===== config.mk =====
export PLATFORM = sky130hd
export DESIGN_NAME = tone_detect
export DESIGN_NICKNAME = d
export VERILOG_FILES = /design/src/rtl/tone_detect.sv
export SDC_FILE = /design/constraint.sdc
export NUM_CORES = 1
export LEC_CHECK = 0
export CORE_UTILIZATION = 55
export CTS_CLUSTER_SIZE = 25
export DETAILED_ROUTE_END_ITERATION = 7
export PLACE_DENSITY = 0.77
export REMOVE_ABC_BUFFERS = 1
export SYNTH_ARGS = -nofsm -noshare
export SYNTH_HDL_FRONTEND = slang
export SYNTH_SLANG_ARGS = --single-unit

===== constraint.sdc =====
create_clock -name clk -period 3.6 [get_ports clk]
set_clock_uncertainty 0.2 [all_clocks]
set_input_delay 0.72 -clock clk [delete_from_list [all_inputs] [get_ports clk]]
set_output_delay 0.72 -clock clk [all_outputs]
set_load 0.02 [all_outputs]

===== src/rtl/tone_detect.sv =====
// tone_detect: measures the period of a square-wave tone and decodes it to a one-hot 16-note key
//   clk      in   1   12 MHz system clock
//   rst      in   1   asynchronous reset, active-high
//   tone_in  in   1   asynchronous square wave, any duty cycle
//   key_out  out  16  one-hot decoded note, 0 = silence or no match
//   valid    out  1   key_out holds a qualified note
//   period   out  16  last measured period in clocks, 0 = none measured yet
// SCALE right-shifts the note table and the counter ceiling together so a
// simulation can run the same behaviour on shorter periods; 0 for the real part.
module tone_detect #(
  parameter int TOL_SHIFT = 6,
  parameter int MATCH_N = 3,
  parameter int SCALE = 0
) (
  input  logic        clk,
  input  logic        rst,
  input  logic        tone_in,
  output logic [15:0] key_out,
  output logic        valid,
  output logic [15:0] period
);
  localparam logic [15:0] CMAX = 16'hFFFF >> SCALE;
  localparam logic [2:0] MC = 3'(MATCH_N);
  localparam logic [255:0] NOM_TAB = {
    16'd10215, 16'd11478, 16'd12148, 16'd13636, 16'd15306, 16'd17180, 16'd18201, 16'd20432,
    16'd22931, 16'd24296, 16'd27273, 16'd30612, 16'd34364, 16'd36408, 16'd40858, 16'd45872
  };
  logic s1, s2, s3, rise, at_max, timeout, armed, meas_vld, cand_vld;
  logic [15:0] cnt, meas_r, cand, cand_r, last_cand;
  logic [2:0] match_cnt, nxt_cnt;
  assign rise = s2 & ~s3;
  assign at_max = cnt == CMAX;
  assign timeout = at_max & ~rise;
  // a repeat of the previous candidate extends the run (saturating), anything else restarts it
  assign nxt_cnt = (cand_r == last_cand) ? ((match_cnt == MC) ? MC : match_cnt + 3'd1) : 3'd1;
  for (genvar i = 0; i < 16; i++) begin : g_win
    localparam logic [16:0] NOM = 17'(NOM_TAB[i*16 +: 16] >> SCALE);
    localparam logic [16:0] LO = NOM - (NOM >> TOL_SHIFT);
    localparam logic [16:0] HI = NOM + (NOM >> TOL_SHIFT);
    assign cand[i] = ({1'b0, meas_r} >= LO) && ({1'b0, meas_r} <= HI);
  end
  always_ff @(posedge clk or posedge rst) begin
    if (rst) begin
      s1 <= 1'b0;
      s2 <= 1'b0;
      s3 <= 1'b0;
      cnt <= '0;
      armed <= 1'b0;
      meas_r <= '0;
      meas_vld <= 1'b0;
      period <= '0;
    end else begin
      s1 <= tone_in;
      s2 <= s1;
      s3 <= s2;
      // a rise coinciding with the ceiling only re-arms: the interval overflowed
      meas_vld <= rise & armed & ~at_max;
      if (rise) begin
        cnt <= 16'd1;
        armed <= 1'b1;
        if (armed && !at_max) begin
          meas_r <= cnt;
          period <= cnt;
        end
      end else if (at_max) armed <= 1'b0;
      else cnt <= cnt + 16'd1;
    end
  end
  always_ff @(posedge clk or posedge rst) begin
    if (rst) begin
      cand_r <= '0;
      cand_vld <= 1'b0;
      last_cand <= '0;
      match_cnt <= '0;
      key_out <= '0;
      valid <= 1'b0;
    end else begin
      cand_r <= cand;
      cand_vld <= meas_vld;
      if (timeout) begin
        match_cnt <= '0;
        key_out <= '0;
        valid <= 1'b0;
      end else if (cand_vld) begin
        if (cand_r == '0) begin
          match_cnt <= '0;
          key_out <= '0;
          valid <= 1'b0;
        end else begin
          match_cnt <= nxt_cnt;
          last_cand <= cand_r;
          if (nxt_cnt == MC) begin
            key_out <= cand_r;
            valid <= 1'b1;
          end
        end
      end
    end
  end
endmodule


==> results of run 1 <==
-- synthesized netlist by cell type (3+ instances only) --
cell       number
and3_1          3
xor2_1          3
nand2_1        57
a31oi_1         6
nor4_1         12
nand3_1        13
nand4_1        13
o21ai_0        25
o2bb2ai_1      13
a2111oi_0       6
or3_1           4
and4_4          3
nor3_1         14
and4_1          3
buf_6           3
nor2_1         29
nor2b_1         6
a21o_1          5
o21a_1          4
a21oi_1        22
xnor2_1        21
nand2b_1        5
buf_2           4
inv_1          13
or2_2           4
mux2_2         31
clkbuf_1       29
mux2i_1         5
nor4b_1         4
and2_1          4
nor3b_1         7
a211oi_1        8
dfrtp_1        90
-- power groups by stage --
stage	combinational (W)	sequential, W	clock, W
finish	0.000312	0.00118	0.000695
global route	0.000348	0.00119	0.000756
CTS	0.000309	0.00118	0.000713
detailed placement	0.000304	0.00120	0
global placement	0.000302	0.00120	0
floorplan	0.000192	0.00118	0
-- cell families (layout without fill, tap and decap cells) --
family | Yosys count | in the layout | synth area share [%]
AND/OR/NAND/NOR | 192 | 192 | 20.7
AO/OA/AOI/OAI | 115 | 115 | 16.2
flip-flops | 90 | 90 | 45.6
buffers and inverters | 50 | 75 | 4.43
multiplexers | 36 | 36 | 8.08
XOR/XNOR | 24 | 24 | 4.26
adder cells (fa/ha/maj) | 3 | 3 | 0.709
-- metrics by stage --
step                      power [W]  std cells  setup WS [ns]
after global placement      0.00150        627           1.06
final                       0.00219        643          0.820
after floorplan             0.00137        473          0.345
after detailed placement    0.00151        627           1.02
after global routing        0.00230        643          0.731
after CTS                   0.00220        643          0.811
-- area by class of cell --
type	count	share of cell area, %
Clock buffer	11	2.37
Clock inverter	5	1.15
Inverter	13	0.903
Multi-Input combinational cell	370	44.7
Sequential cell	90	40.6
Tap cell	108	2.44
Timing Repair Buffer	46	7.81
-- flip-flops by register name (all words and copies together) (netlist names) --
signal,flops
key_out,16
cand_vld,1
cnt,16
last_cand,16
armed,1
cand_r,16
s2,1
meas_r,16
match_cnt,3
s1,1
s3,1
meas_vld,1
valid,1
-- layer usage --
| metal | share of wire, % | wire, um | vias to the layer above |
|---|---|---|---|
| li1 | - | - | 1913 |
| met1 | 43 | 5190 | 1997 |
| met2 | 46 | 5600 | 234 |
| met3 | 8.8 | 1070 | 35 |
| met4 | 2.2 | 271 | 0 |
| met5 | 0 | 0 | - |
-- worst paths after layout --
kind	slack, ns	end	cells past startpoint
worst max-delay path	0.82	period[4]	1
min in group asynchronous	0.58	match_cnt[1]	2
worst max register to register	0.95	cand_r[4]	5
worst min-delay path	0.16	cand_vld	0
max in group asynchronous	1.78	cand_r[14]	3
worst min register to register	0.16	cand_vld	0
==> reports/qor.yml, run 1 <==
run_status:
  status: "completed"
synth:
  synth_flop_cell: "dfrtp_1"
  yosysWarnings: 0
  synthTopCellsByArea: "dfrtp_1 46%, mux2_2 7.1%, nand2_1 4.3%"
  ys_types: 63
  synth_top_area_cell: "dfrtp_1"
  synth.avg_cell_area_um2: 9.69
  ys_seq_area_share_pct: 45.6
  synthCells: 510
  synth_area_um2: 4940
  yosysTopAreaCellShare_pct: 45.6
  synth_edf_count: 0
  async_flop_share_pct: 100
  ys_ff_latch: 90
die:
  start_util_pct: 56.6
  ioPinCount: 36
  die_h_um: 96.8
  rows: 34
  coreArea_um2: 8720
  design.die.area_um2: 9360
  die_w_um: 96.8
layout:
  synthToLayoutAreaGrowth_pct: 12.2
  fill_cells: 723
  final_util_pct: 63.5
  mostFrequentLayoutCell: "dfrtp_1"
  regArea_um2: 2250
  final_cell_mix: "90 x dfrtp_1, 57 x nand2_1, 35 x clkdlybuf4s50_1"
  fin_nets: 535
  final_area_um2: 5540
  antennaDiodeCount: 0
  drive_gt1_share_pct: 13.1
  multi_input_area_um2: 2480
timing:
  fmax_mhz: 360
  period_share_pct: 77.2
  rsz0062_at_grt: "no"
  worstMarginPinSlew_ns: 0.769
  slew-limit-headroom_pct: 47.4
  setup_viol: 0
  final_hold_viol_count: 0
  slew_viol_final: 0
  layout_min_cycle_time_ns: 2.78
  whs_ns: 0.161
  setup_tns_ns: 0
global_route:
  top_usage_layer: "met2"
  met2_usage_pct: 41.3
  use_met3_pct: 6.43
  grt_pass1_vias: 4062
  grt_first_pass_wirelength_mm: 20.5
  groute.usage.overall_pct: 27.1
  grt_remaining_overflow: 0
  antenna_found_initial: 0
  grt_util_met1_pct: 37.8
  grt_max_degree: 44
power:
  max-vdd-ir-drop_v: 0.000239
  power_frac_comb_pct: 14.3
  internal_power_w: 0.00151
  p_sw_share_pct: 31.0
  leakage_nw: 2.37
  clkPwrFrac_pct: 31.7
  power.density_nw_per_um2: 395
  power_switching_w: 0.000679
  p_seq_share_pct: 54.0
clock_tree:
  clk_pin_slew_ns: 0.09
  clock_tree.root_cell: "clkbuf_8"
  clockBufferDepth: 2
  cts_tree: "yes"
  cts.htree.levels: 3
  clock_latency_ns: 0.36
  cts_buffers: 9
  cts_hold_buf: 0
  cts_sinks: 90
  cts_setup_buffers: 0
  post_cts_resized: 0
setup_path:
  critical_path_class: "reg -> out"
  worst_setup_path_start_kind: "flip-flop"
  worstPathArrival_ns: 1.86
  cp_num_buf_inv: 1
  reg2reg_from: "meas_r[4]"
  cp-startpoint: "meas_r[4]"
  slowest_delay_ns: 0.77
  slowest_stage: "dfrtp_1"
  crit_family: "flip-flops"
  setup.worst_path.end_class: "output pin"
  cp_max_fo: 21
  crit_required_ns: 2.68
  path_cells: "clkdlybuf4s50_1"
route:
  drcViolationCount: 0
  dr_total_vias: 4179
  post_drt_wl_per_cell_um: 18.9
  drt-total-wl_mm: 12.1
  detail-route-antenna-nets: 0
  vias_per_cell: 6.50
  drtIter0Drc: 444
  firstDrtPassIters: 5
worst_hold_path:
  hp-class: "reg -> reg"
  worstHoldStart: "meas_vld"
place:
  hpwl_mm: 8.53
  dpl_cell_area_um2: 5350
  portBuffers: 35
  gp_routability_congestion: 1.08
run:
  maxCapViolations: 0
(Power assumes the default switching activity.)
==> run 2: changes to the inputs <==
--- a/config.mk
+++ b/config.mk
@@ -5,10 +5,10 @@
 export SDC_FILE = /design/constraint.sdc
 export NUM_CORES = 1
 export LEC_CHECK = 0
-export CORE_UTILIZATION = 55
+export CORE_UTILIZATION = 53
 export CTS_CLUSTER_SIZE = 25
 export DETAILED_ROUTE_END_ITERATION = 7
-export PLACE_DENSITY = 0.77
+export PLACE_DENSITY = 0.78
 export REMOVE_ABC_BUFFERS = 1
 export SYNTH_ARGS = -nofsm -noshare
 export SYNTH_HDL_FRONTEND = slang
==> constraint.sdc (replaced) <==
create_clock -name clk -period 2.55 [get_ports clk]
set_clock_uncertainty 0.2 [all_clocks]
set_input_delay 0.51 -clock clk [delete_from_list [all_inputs] [get_ports clk]]
set_output_delay 0.51 -clock clk [all_outputs]
set_load 0.02 [all_outputs]
==> run 2 against run 1 <==
The flow now finishes with violations (DRC); register-to-register slack got worse by 0.75 ns; hold slack gained 0.0076 ns; die area grew 3.7%; sequential power increased by 36%; final cell count grew 5.0%; non-clock buffer count up 32; via count up 2.3%; global-route usage rose by 2.4 points; core utilization grew 2.4 points; sequential cell count is the same; design area increased by 5.8%; critical path depth is the same; largest cell class unchanged; highest routed layer unchanged.
==> reports/qor.yml, run 2 (synthesis gave the netlist of run 1 again) <==
run_status:
  status: "complete, but fails checks"  # was completed
  violations: "DRC"
place:
  portBuffers: 35  # unchanged
  gp_routability_congestion: 0.942  # was 1.08
  hpwl_mm: 9.80  # was 8.53 mm
  placedCellCount: 659  # was 627
layout:
  drive_gt1_share_pct: 19.0  # was 13.1%
  final_cell_mix: "88 x dfrtp_1, 57 x nand2_1, 40 x buf_4"  # was 90 x dfrtp_1, 57 x nand2_1, 35 x clkdlybuf4s50_1
  mostFrequentLayoutCell: "dfrtp_1"  # unchanged
  fin_nets: 567  # was 535
  synthToLayoutAreaGrowth_pct: 18.7  # was 12.2%
  fin_cells: 675  # was 643
  antennaDiodeCount: 0  # unchanged
power:
  max-vdd-ir-drop_v: 0.000567  # was 0.000239 V
  p_sw_share_pct: 29.8  # was 31.0%
  power.density_nw_per_um2: 565  # was 395 nW/um^2
  leakage_nw: 2.57  # was 2.37 nW
  clkPwrFrac_pct: 33.5  # was 31.7%
  power_switching_w: 0.000987  # was 0.000679 W
  power_frac_comb_pct: 18.0  # was 14.3%
  internal_power_w: 0.00232  # was 0.00151 W
  p_seq_share_pct: 48.6  # was 54.0%
route:
  dr_wl_met2_mm: 6.44  # was 5.60 mm
  highest_layer: "met4"  # unchanged
  post_drt_wl_per_cell_um: 19.7  # was 18.9 um
  wl_met1_mm: 5.72  # was 5.19 mm
  drcViolationCount: 6  # was 0
  dr_total_vias: 4277  # was 4179
  wl_met3_um: 936  # was 1.07 mm
  vias_per_cell: 6.34  # was 6.50
  firstDrtPassIters: 7  # was 5
  drt-total-wl_mm: 13.3  # was 12.1 mm
  drtIter0Drc: 383  # was 444
  detail-route-antenna-nets: 0  # unchanged
setup_path:
  worstPathArrival_ns: 1.73  # was 1.86 ns
  reg2reg_from: "cnt[0]"  # was meas_r[4]
  critical_path_class: "reg -> out"  # unchanged
  cp_num_buf_inv: 1  # unchanged
  ff2ff_setup_slack_ns: 0.20  # was 0.95 ns
  worst_setup_path_start_kind: "flip-flop"  # unchanged
  path_cells: "clkdlybuf4s50_1"  # unchanged
  worstSetupPathDepth: 1  # unchanged
  crit_required_ns: 1.84  # was 2.68 ns
  slowest_stage: "clkdlybuf4s50_1"  # was dfrtp_1
  slowest_delay_ns: 0.70  # was 0.77 ns
  reg2reg_depth: 6  # was 5
  endpoint: "period[14]"  # was period[4]
  crit_family: "buffers and inverters"  # was flip-flops
  reg2reg_to: "cnt[15]"  # was cand_r[4]
  cp_max_fo: 16  # was 21
  setup.worst_path.end_class: "output pin"  # unchanged
  cp-startpoint: "meas_r[14]"  # was meas_r[4]
global_route:
  grt_max_degree: 36  # was 44
  antenna_found_initial: 0  # unchanged
  grt_pass1_vias: 4232  # was 4062
  groute.usage.overall_pct: 29.5  # was 27.1%
  grt_first_pass_wirelength_mm: 22.4  # was 20.5 mm
  grt_remaining_overflow: 0  # unchanged
die:
  coreArea_um2: 8890  # was 8720 um^2
  start_util_pct: 55.6  # was 56.6%
  die_w_um: 98.5  # was 96.8 um
  ioPinCount: 36  # unchanged
  die_h_um: 98.5  # was 96.8 um
  rows: 34  # unchanged
  design.die.area_um2: 9710  # was 9360 um^2
timing:
  slew_viol_final: 0  # unchanged
  setup_tns_ns: 0  # unchanged
  slew-limit-headroom_pct: 63.3  # was 47.4%
  final_hold_viol_count: 0  # unchanged
  setup_viol: 0  # unchanged
  fmax_mhz: 410
  whs_ns: 0.169  # was 0.161 ns
  rsz0062_at_grt: "no"  # unchanged
  period_share_pct: 95.6
  worstMarginPinSlew_ns: 0.546  # was 0.769 ns
  layout_min_cycle_time_ns: 2.44
clock_tree:
  cts_sinks: 90  # unchanged
  cts_buffers: 9  # unchanged
  clk_pin_slew_ns: 0.09  # about the same
  cts_tree: "yes"  # unchanged
  cts.htree.levels: 3  # unchanged
  cts_hold_buf: 0  # unchanged
  clockBufferDepth: 2  # unchanged
  clock_latency_ns: 0.35  # was 0.36 ns
  clock_tree.root_cell: "clkbuf_8"  # unchanged
worst_hold_path:
  hp-class: "reg -> reg"  # unchanged
run:
  maxCapViolations: 0  # unchanged
[run 2: changes by cell type in the layout (fill, tap and decap cells not counted), sizes merged]
| cell | change |
|---|---|
| inv | +2 |
| bufinv | +1 |
| clkinvlp | -2 |
| buf | +32 |
| clkbuf | -1 |
[run 2: how the worst min path moves through the flow]
stage	from	endpoint	depth (start not counted)
CTS	meas_vld	cand_vld	0
floorplan	meas_vld	cand_vld	0
detailed placement	meas_vld	cand_vld	0
global placement	s1	s2	0
finish	meas_vld	cand_vld	0
global route	meas_vld	cand_vld	0
[run 2: repair_timing]
action,in CTS,in global routing
setup buffers,0,0
gates resized for setup,0,4
endpoints found under the setup margin,0,18
[run 2: routing by layer]
layer  track usage (%)  vias to the layer above
li1                  -                     1979
met1              39.7                     2065
met2              49.0                      210
met3              5.39                       23
met4              8.73                        0
met5                 0                        -
[run 2: stage by stage]
stage                     total power, W  setup WS (ns)  utilization [%]  cell area [um^2]
after floorplan                  0.00193         -0.581                -              4770
after global placement           0.00221          0.254             63.3              5620
after detailed placement         0.00222          0.199             63.3              5620
after CTS                        0.00333         0.0383             65.9              5860
after global routing             0.00348         0.0410             65.9              5860
final                            0.00331          0.111             65.9              5860
[run 2: area by class of cell]
class / instances / area, um^2
clock inverter: 6 / 93.8
sequential: 90 / 2250
timing repair buffer: 78 / 711
tap: 108 / 135
inverter: 13 / 50.0
multi-input combinational: 370 / 2480
fill: 723 / 3030
clock buffer: 10 / 138
[run 2: power by group through the flow]
stage,combinational (W),clock (W),sequential (W)
2_1_floorplan,0.000271,0,0.00166
3_3_place_gp,0.000577,0,0.00163
3_5_place_dp,0.000584,0,0.00163
4_1_cts,0.000590,0.00114,0.00160
5_1_grt,0.000656,0.00120,0.00162
6_report,0.000595,0.00111,0.00161
